[config.mk]
export PLATFORM = sky130hd
export DESIGN_NAME = multicycle_control_flat
export DESIGN_NICKNAME = d
export VERILOG_FILES = /design/src/rtl/multicycle_control_if.sv /design/src/rtl/multicycle_control.sv /design/src/flat_wrapper.sv
export SDC_FILE = /design/constraint.sdc
export NUM_CORES = 1
export LEC_CHECK = 0
export CAP_MARGIN = 20
export CELL_PAD_IN_SITES_DETAIL_PLACEMENT = 0
export CELL_PAD_IN_SITES_GLOBAL_PLACEMENT = 1
export CORE_MARGIN = 10
export CORE_UTILIZATION = 35
export CTS_BUF_LIST = sky130_fd_sc_hd__clkbuf_4
export DETAILED_ROUTE_END_ITERATION = 16
export GPL_ROUTABILITY_DRIVEN = 0
export HOLD_SLACK_MARGIN = 0.03
export PLACE_DENSITY = 0.81
export SLEW_MARGIN = 20
export SYNTH_ARGS = -nofsm -noshare
export SYNTH_HDL_FRONTEND = slang
export SYNTH_SLANG_ARGS = --single-unit
export TNS_END_PERCENT = 30
[constraint.sdc]
create_clock -name clk -period 2.3 [get_ports clk]
set_input_delay 0.46 -clock clk [delete_from_list [all_inputs] [get_ports clk]]
set_output_delay 0.46 -clock clk [all_outputs]
set_load 0.1 [all_outputs]
[src/rtl/multicycle_control_if.sv]
// Shared instruction/data memory handshake between the controller and the memory.
// Latency: none, wires only.
// Backpressure: the master holds mem_req until the slave returns mem_ready.
interface multicycle_control_if;
  logic mem_req;
  logic mem_we;
  logic iord;
  logic mem_ready;

  modport master (output mem_req, output mem_we, output iord, input mem_ready);
  modport slave  (input mem_req, input mem_we, input iord, output mem_ready);
endinterface

[src/rtl/multicycle_control.sv]
// Multi-cycle MIPS control FSM: fetch/decode/execute/memory/writeback over one shared memory.
// Latency (zero-wait memory): R-type 4, beq 3, lw 5, sw 4, illegal 3 cycles; outputs decode from state.
// Backpressure: mem_req held with stable address/direction until mem_ready; each wait cycle adds one.
module multicycle_control #(
  parameter int CNT_W = 32
) (
  input  logic                 clk,
  input  logic                 rst_n,
  input  logic [5:0]           op,
  input  logic [5:0]           funct,
  input  logic                 zero,
  multicycle_control_if.master mem,
  output logic                 ir_write,
  output logic                 pc_write,
  output logic                 pc_src,
  output logic                 alu_src_a,
  output logic [1:0]           alu_src_b,
  output logic [3:0]           ALUOP,
  output logic                 regdst,
  output logic                 WBData,
  output logic                 regWrite,
  output logic                 instr_done,
  output logic                 illegal,
  output logic [3:0]           state,
  output logic [CNT_W-1:0]     instr_count
);

  typedef enum logic [3:0] {
    IDLE      = 4'd0,
    FETCH     = 4'd1,
    DECODE    = 4'd2,
    MEM_ADDR  = 4'd3,
    MEM_READ  = 4'd4,
    MEM_WB    = 4'd5,
    MEM_WRITE = 4'd6,
    EXEC_R    = 4'd7,
    R_WB      = 4'd8,
    BRANCH    = 4'd9,
    TRAP      = 4'd10
  } state_t;

  localparam logic [5:0] OP_RTYPE = 6'b000000;
  localparam logic [5:0] OP_LW    = 6'b100011;
  localparam logic [5:0] OP_SW    = 6'b101011;
  localparam logic [5:0] OP_BEQ   = 6'b000100;

  localparam logic [5:0] FN_ADD = 6'b100000;
  localparam logic [5:0] FN_SUB = 6'b100010;
  localparam logic [5:0] FN_AND = 6'b100100;
  localparam logic [5:0] FN_OR  = 6'b100101;
  localparam logic [5:0] FN_SLT = 6'b101010;

  localparam logic [3:0] ALU_ADD = 4'b0010;
  localparam logic [3:0] ALU_SUB = 4'b0110;
  localparam logic [3:0] ALU_AND = 4'b0000;
  localparam logic [3:0] ALU_OR  = 4'b0001;
  localparam logic [3:0] ALU_SLT = 4'b0111;

  localparam logic [CNT_W-1:0] CNT_ONE = {{(CNT_W-1){1'b0}}, 1'b1};

  state_t cur;

  // Only the five supported R-type functions are legal; everything else traps.
  function automatic logic r_legal(input logic [5:0] f);
    return (f == FN_ADD) || (f == FN_SUB) || (f == FN_AND) || (f == FN_OR) || (f == FN_SLT);
  endfunction

  function automatic logic [3:0] r_aluop(input logic [5:0] f);
    case (f)
      FN_SUB:  return ALU_SUB;
      FN_AND:  return ALU_AND;
      FN_OR:   return ALU_OR;
      FN_SLT:  return ALU_SLT;
      default: return ALU_ADD;
    endcase
  endfunction

  // State register, next-state selection and retired-instruction counter.
  always_ff @(posedge clk or negedge rst_n) begin
    if (!rst_n) begin
      cur         <= IDLE;
      instr_count <= '0;
    end else begin
      if (instr_done) instr_count <= instr_count + CNT_ONE;
      case (cur)
        IDLE:      cur <= FETCH;
        FETCH:     if (mem.mem_ready) cur <= DECODE;
        DECODE: begin
          if (op == OP_LW || op == OP_SW)            cur <= MEM_ADDR;
          else if (op == OP_RTYPE && r_legal(funct)) cur <= EXEC_R;
          else if (op == OP_BEQ)                     cur <= BRANCH;
          else                                       cur <= TRAP;
        end
        MEM_ADDR:  cur <= op[3] ? MEM_WRITE : MEM_READ;
        MEM_READ:  if (mem.mem_ready) cur <= MEM_WB;
        MEM_WB:    cur <= FETCH;
        MEM_WRITE: if (mem.mem_ready) cur <= FETCH;
        EXEC_R:    cur <= R_WB;
        R_WB:      cur <= FETCH;
        BRANCH:    cur <= FETCH;
        TRAP:      cur <= FETCH;
        default:   cur <= IDLE;
      endcase
    end
  end

  // Datapath controls decoded from the current state; ready/zero only qualify enables.
  always_comb begin
    mem.mem_req = 1'b0;
    mem.mem_we  = 1'b0;
    mem.iord    = 1'b0;
    ir_write    = 1'b0;
    pc_write    = 1'b0;
    pc_src      = 1'b0;
    alu_src_a   = 1'b0;
    alu_src_b   = 2'b00;
    ALUOP       = ALU_ADD;
    regdst      = 1'b0;
    WBData      = 1'b0;
    regWrite    = 1'b0;
    instr_done  = 1'b0;
    illegal     = 1'b0;
    case (cur)
      IDLE: ALUOP = 4'b0000;
      FETCH: begin
        // PC+4 is computed alongside the fetch and committed with the IR.
        mem.mem_req = 1'b1;
        alu_src_b   = 2'b01;
        ir_write    = mem.mem_ready;
        pc_write    = mem.mem_ready;
      end
      // Speculative branch target into ALUOut while the register file is read.
      DECODE: alu_src_b = 2'b11;
      MEM_ADDR: begin
        alu_src_a = 1'b1;
        alu_src_b = 2'b10;
      end
      MEM_READ: begin
        mem.mem_req = 1'b1;
        mem.iord    = 1'b1;
      end
      MEM_WB: begin
        regWrite   = 1'b1;
        instr_done = 1'b1;
      end
      MEM_WRITE: begin
        mem.mem_req = 1'b1;
        mem.mem_we  = 1'b1;
        mem.iord    = 1'b1;
        instr_done  = mem.mem_ready;
      end
      EXEC_R: begin
        alu_src_a = 1'b1;
        ALUOP     = r_aluop(funct);
      end
      R_WB: begin
        regWrite   = 1'b1;
        regdst     = 1'b1;
        WBData     = 1'b1;
        instr_done = 1'b1;
      end
      BRANCH: begin
        alu_src_a  = 1'b1;
        ALUOP      = ALU_SUB;
        pc_src     = 1'b1;
        pc_write   = zero;
        instr_done = 1'b1;
      end
      TRAP: illegal = 1'b1;
      default: ;
    endcase
  end

  assign state = cur;

endmodule

[src/flat_wrapper.sv]
// flat-port wrapper written by rule: the top's interface ports become plain ports
module multicycle_control_flat 
#(
  parameter int CNT_W = 32
)
  (clk, rst_n, op, funct, zero, ir_write, pc_write, pc_src, alu_src_a, alu_src_b, ALUOP, regdst, WBData, regWrite, instr_done, illegal, state, instr_count, mem_mem_req, mem_mem_we, mem_iord, mem_mem_ready);
  multicycle_control_if mem_i ();
  input  logic clk;
  input  logic rst_n;
  input  logic [5:0] op;
  input  logic [5:0] funct;
  input  logic zero;
  output logic ir_write;
  output logic pc_write;
  output logic pc_src;
  output logic alu_src_a;
  output logic [1:0] alu_src_b;
  output logic [3:0] ALUOP;
  output logic regdst;
  output logic WBData;
  output logic regWrite;
  output logic instr_done;
  output logic illegal;
  output logic [3:0] state;
  output logic [CNT_W-1:0] instr_count;
  output wire logic [$bits(mem_i.mem_req)-1:0] mem_mem_req;
  output wire logic [$bits(mem_i.mem_we)-1:0] mem_mem_we;
  output wire logic [$bits(mem_i.iord)-1:0] mem_iord;
  input wire logic [$bits(mem_i.mem_ready)-1:0] mem_mem_ready;
  assign mem_mem_req = mem_i.mem_req;
  assign mem_mem_we = mem_i.mem_we;
  assign mem_iord = mem_i.iord;
  assign mem_i.mem_ready = mem_mem_ready;
  multicycle_control #(.CNT_W(CNT_W)) u_core (.clk(clk), .rst_n(rst_n), .op(op), .funct(funct), .zero(zero), .mem(mem_i), .ir_write(ir_write), .pc_write(pc_write), .pc_src(pc_src), .alu_src_a(alu_src_a), .alu_src_b(alu_src_b), .ALUOP(ALUOP), .regdst(regdst), .WBData(WBData), .regWrite(regWrite), .instr_done(instr_done), .illegal(illegal), .state(state), .instr_count(instr_count));
endmodule
==> flow_metrics.env <==
export IMPL_maxSlewViolCount=0
export IMPL_final_period_utilization_pct=102
export IMPL_arrival_ns=1.90
export IMPL_holdWs_ns=0.330
export IMPL_fin_nets=310
export IMPL_wire_per_inst_um=16.2
export IMPL_drt_initial_drc_count=43
export IMPL_drive_gt1_share_pct=38.1
export IMPL_initial_core_util_pct=36.0
export IMPL_r2r_start="u_core.state[3]$_DFFE_PN0P_"
export IMPL_syn_cell_area_um2=2120
export IMPL_yosysWarningCount=0
export IMPL_required_ns=1.84
export IMPL_grt_ovfl_total=0
export IMPL_max_freq_mhz=425
export IMPL_rsz0062_at_grt="true"
export IMPL_cts_buffer_depth=2
export IMPL_syn2layout_area_growth_pct=54.8
export IMPL_cp_end_kind="output pin"
export IMPL_power_density_nw_per_um2=1340
export IMPL_synth_area_leaders="dfrtp_1 (43%), xor2_1 (8.3%), xnor2_1 (4.6%), nand2_1 (3.2%), nand4_1 (3.0%)"
export IMPL_syn_inst=213
export IMPL_synth_largest_area_cell="dfrtp_1"
export IMPL_grt_usage_pct=12.0
export IMPL_cts_tree="yes"
export IMPL_critPathMaxFanout=3
export IMPL_cts_root_buf="clkbuf_4"
export IMPL_drv_cap=0
export IMPL_clkTransAtPathRegs_ns=0.10
export IMPL_violations="setup timing"
export IMPL_yosysSeqAreaShare_pct=42.6
export IMPL_p_sw_share_pct=55.2
export IMPL_ys_ff_latch=36
export IMPL_rows=28
export IMPL_drtAntennaViolNets=0
export IMPL_p_comb_share_pct=70.9
export IMPL_clk_latency_ns=0.34
export IMPL_vias=1911
export IMPL_avgSynthCellArea_um2=9.94
export IMPL_synth_flop_cell="dfrtp_1"
export IMPL_htree_levels=2
export IMPL_synthArstFlopShare_pct=100
export IMPL_synth_distinct_cells=47
export IMPL_antenna_found_initial=0
export IMPL_io_pins=70
export IMPL_peakVddDrop_mv=0.863
export IMPL_clock_sinks=36
export IMPL_hold_viol=0
export IMPL_pre_cts_slack_ns=-0.163
export IMPL_die_w_um=97.8
export IMPL_routed_wl_um=5990
export IMPL_syn_nets=230
export IMPL_grt_pass1_wl_um=9740
export IMPL_dieArea_um2=9560
export IMPL_hold_path_class="input port to async pin"
export IMPL_setup_violations=1
export IMPL_synth_top_area_share_pct=42.6
export IMPL_num_antenna_cells=0
export IMPL_fin_crit_ns=2.36
export IMPL_fillers=537
export IMPL_fin_skew_ns=0.0175
export IMPL_synth_edff_count=0
export IMPL_crit_start="u_core.state[3]$_DFFE_PN0P_"
export IMPL_drc_errors=0
export IMPL_core_area_um2=5890
export IMPL_p_sw_w=0.00242
export IMPL_port_buffers=68
export IMPL_p_int_w=0.00196
export IMPL_first_pass_iters=4
export IMPL_power_leakage_nw=1.54
export IMPL_die_y_um=97.8
export IMPL_synth_most_common_cell="dfrtp_1"
export IMPL_synth_top_cells_by_count="dfrtp_1 (36), xor2_1 (20), nand2_1 (18)"
export IMPL_dp_hpwl_um=4460
export IMPL_cts_buffers_inserted=5
export IMPL_seqPwrFrac_pct=18.9
export IMPL_avgViaCountPerCell=5.18
export IMPL_postCtsHoldBufs=0
export IMPL_status="complete, but fails checks"
export IMPL_startpoint_type="register"
export IMPL_clkPwrFrac_pct=10.2
export IMPL_critPathKind="register to output pin"
export IMPL_grt_max_degree=33
export IMPL_grt_pass1_vias=1893
export IMPL_final_setup_worst_slack_ns=-0.0553
-- sequential cells by signal, indices dropped and copies added, names as in the netlist --
name	count
u_core.state	4
u_core.instr_count	32
-- cells by family (layout without fill, tap and decap cells) --
logic type                 count (synthesis)  count (layout)  synth area share, %
buffers and inverters                     16              97                 4.31
DFF                                       36              36                 42.6
and+or+nand+nor                          103             103                 30.3
other                                      1               1                0.177
adders and majority gates                  1               1                0.591
xor gates and xnor gates                  31              31                 12.8
muxes                                      3               3                 1.48
AOI/OAI and AO/OA                         22              22                 7.74
-- metrics by stage --
step	utilization (%)	TNS, ns	std cells	area [µm²]	total power (W)
3_3_place_gp	52.9	-0.166	353	3110	0.00385
6_report	55.7	-0.0553	369	3280	0.00438
2_1_floorplan	-	-2.60	213	2270	0.00299
4_1_cts	55.1	-0.135	366	3240	0.00437
3_5_place_dp	52.9	-0.163	353	3110	0.00386
5_1_grt	55.7	-0.157	369	3280	0.00458
-- layer usage --
layer | vias up | track usage [%] | routed length [µm]
li1 | 928 | - | -
met1 | 899 | 14.6 | 2590
met2 | 79 | 18.4 | 2690
met3 | 5 | 5.36 | 629
met4 | 0 | 4.03 | 80
met5 | - | 0 | 0
-- timing repair --
action | in CTS | in global routing
setup endpoints to repair | 4 | 7
resized for setup | 2 | 3
pin swaps | 1 | 5
cloned | 0 | 0
setup buffers | 5 | 3
-- placed cells by master (no fill, tap or decap), types with 2 or more instances in the layout --
master / n
a21oi_1: 3
a31oi_1: 2
and2_1: 4
and3_1: 6
and4_1: 6
buf_12: 18
buf_4: 53
clkbuf_4: 5
clkdlybuf4s50_1: 15
dfrtp_1: 32
dfrtp_4: 4
mux2i_1: 2
nand2_1: 18
nand2b_1: 4
nand3_1: 7
nand4_1: 10
nand4_2: 2
nor2_1: 5
nor2_2: 2
nor2_4: 4
nor3_1: 8
nor3b_1: 2
nor4_1: 6
nor4b_1: 2
nor4b_2: 3
nor4b_4: 2
nor4bb_1: 2
o21ai_0: 4
xnor2_1: 11
xor2_1: 20
-- worst paths after layout --
path / slack [ns] / cells past startpoint / end
worst min-delay path: 0.33 / 1 / u_core.state[3]$_DFFE_PN0P_
min in group clk: 0.49 / 1 / u_core.instr_count[31]$_DFFE_PN0P_
worst min register to register: 0.49 / 1 / u_core.instr_count[31]$_DFFE_PN0P_
worst max register to register: 0.34 / 7 / u_core.instr_count[15]$_DFFE_PN0P_
worst max-delay path: -0.06 / 6 / ALUOP[1]
max in group asynchronous: 1.31 / 2 / u_core.instr_count[8]$_DFFE_PN0P_
-- critical path, cell delays in order (launching register included) --
cell     delay, ns
dfrtp_4       0.48
and2b_2       0.27
nand4_1       0.10
buf_6         0.14
nor4b_4       0.33
a21oi_4       0.06
buf_12        0.17
-- power by group through the flow --
stage          clock network (W)  registers (W)  logic (W)
2_1_floorplan                  0        0.00129    0.00169
5_1_grt                 0.000490       0.000847    0.00325
3_5_place_dp                   0       0.000910    0.00295
4_1_cts                 0.000463       0.000856    0.00305
3_3_place_gp                   0       0.000909    0.00294
6_report                0.000445       0.000828    0.00310
-- area by class of cell --
cell class,count,area (µm²),share of cell area [%]
multi-input combinational,161,1260,38.4
timing repair buffer,87,920,28.1
sequential,36,916,27.9
tap,75,93.8,2.86
clock inverter,3,42.5,1.30
clock buffer,5,37.5,1.15
inverter,2,7.51,0.229
Note: power is estimated with default switching activity, not from simulation.
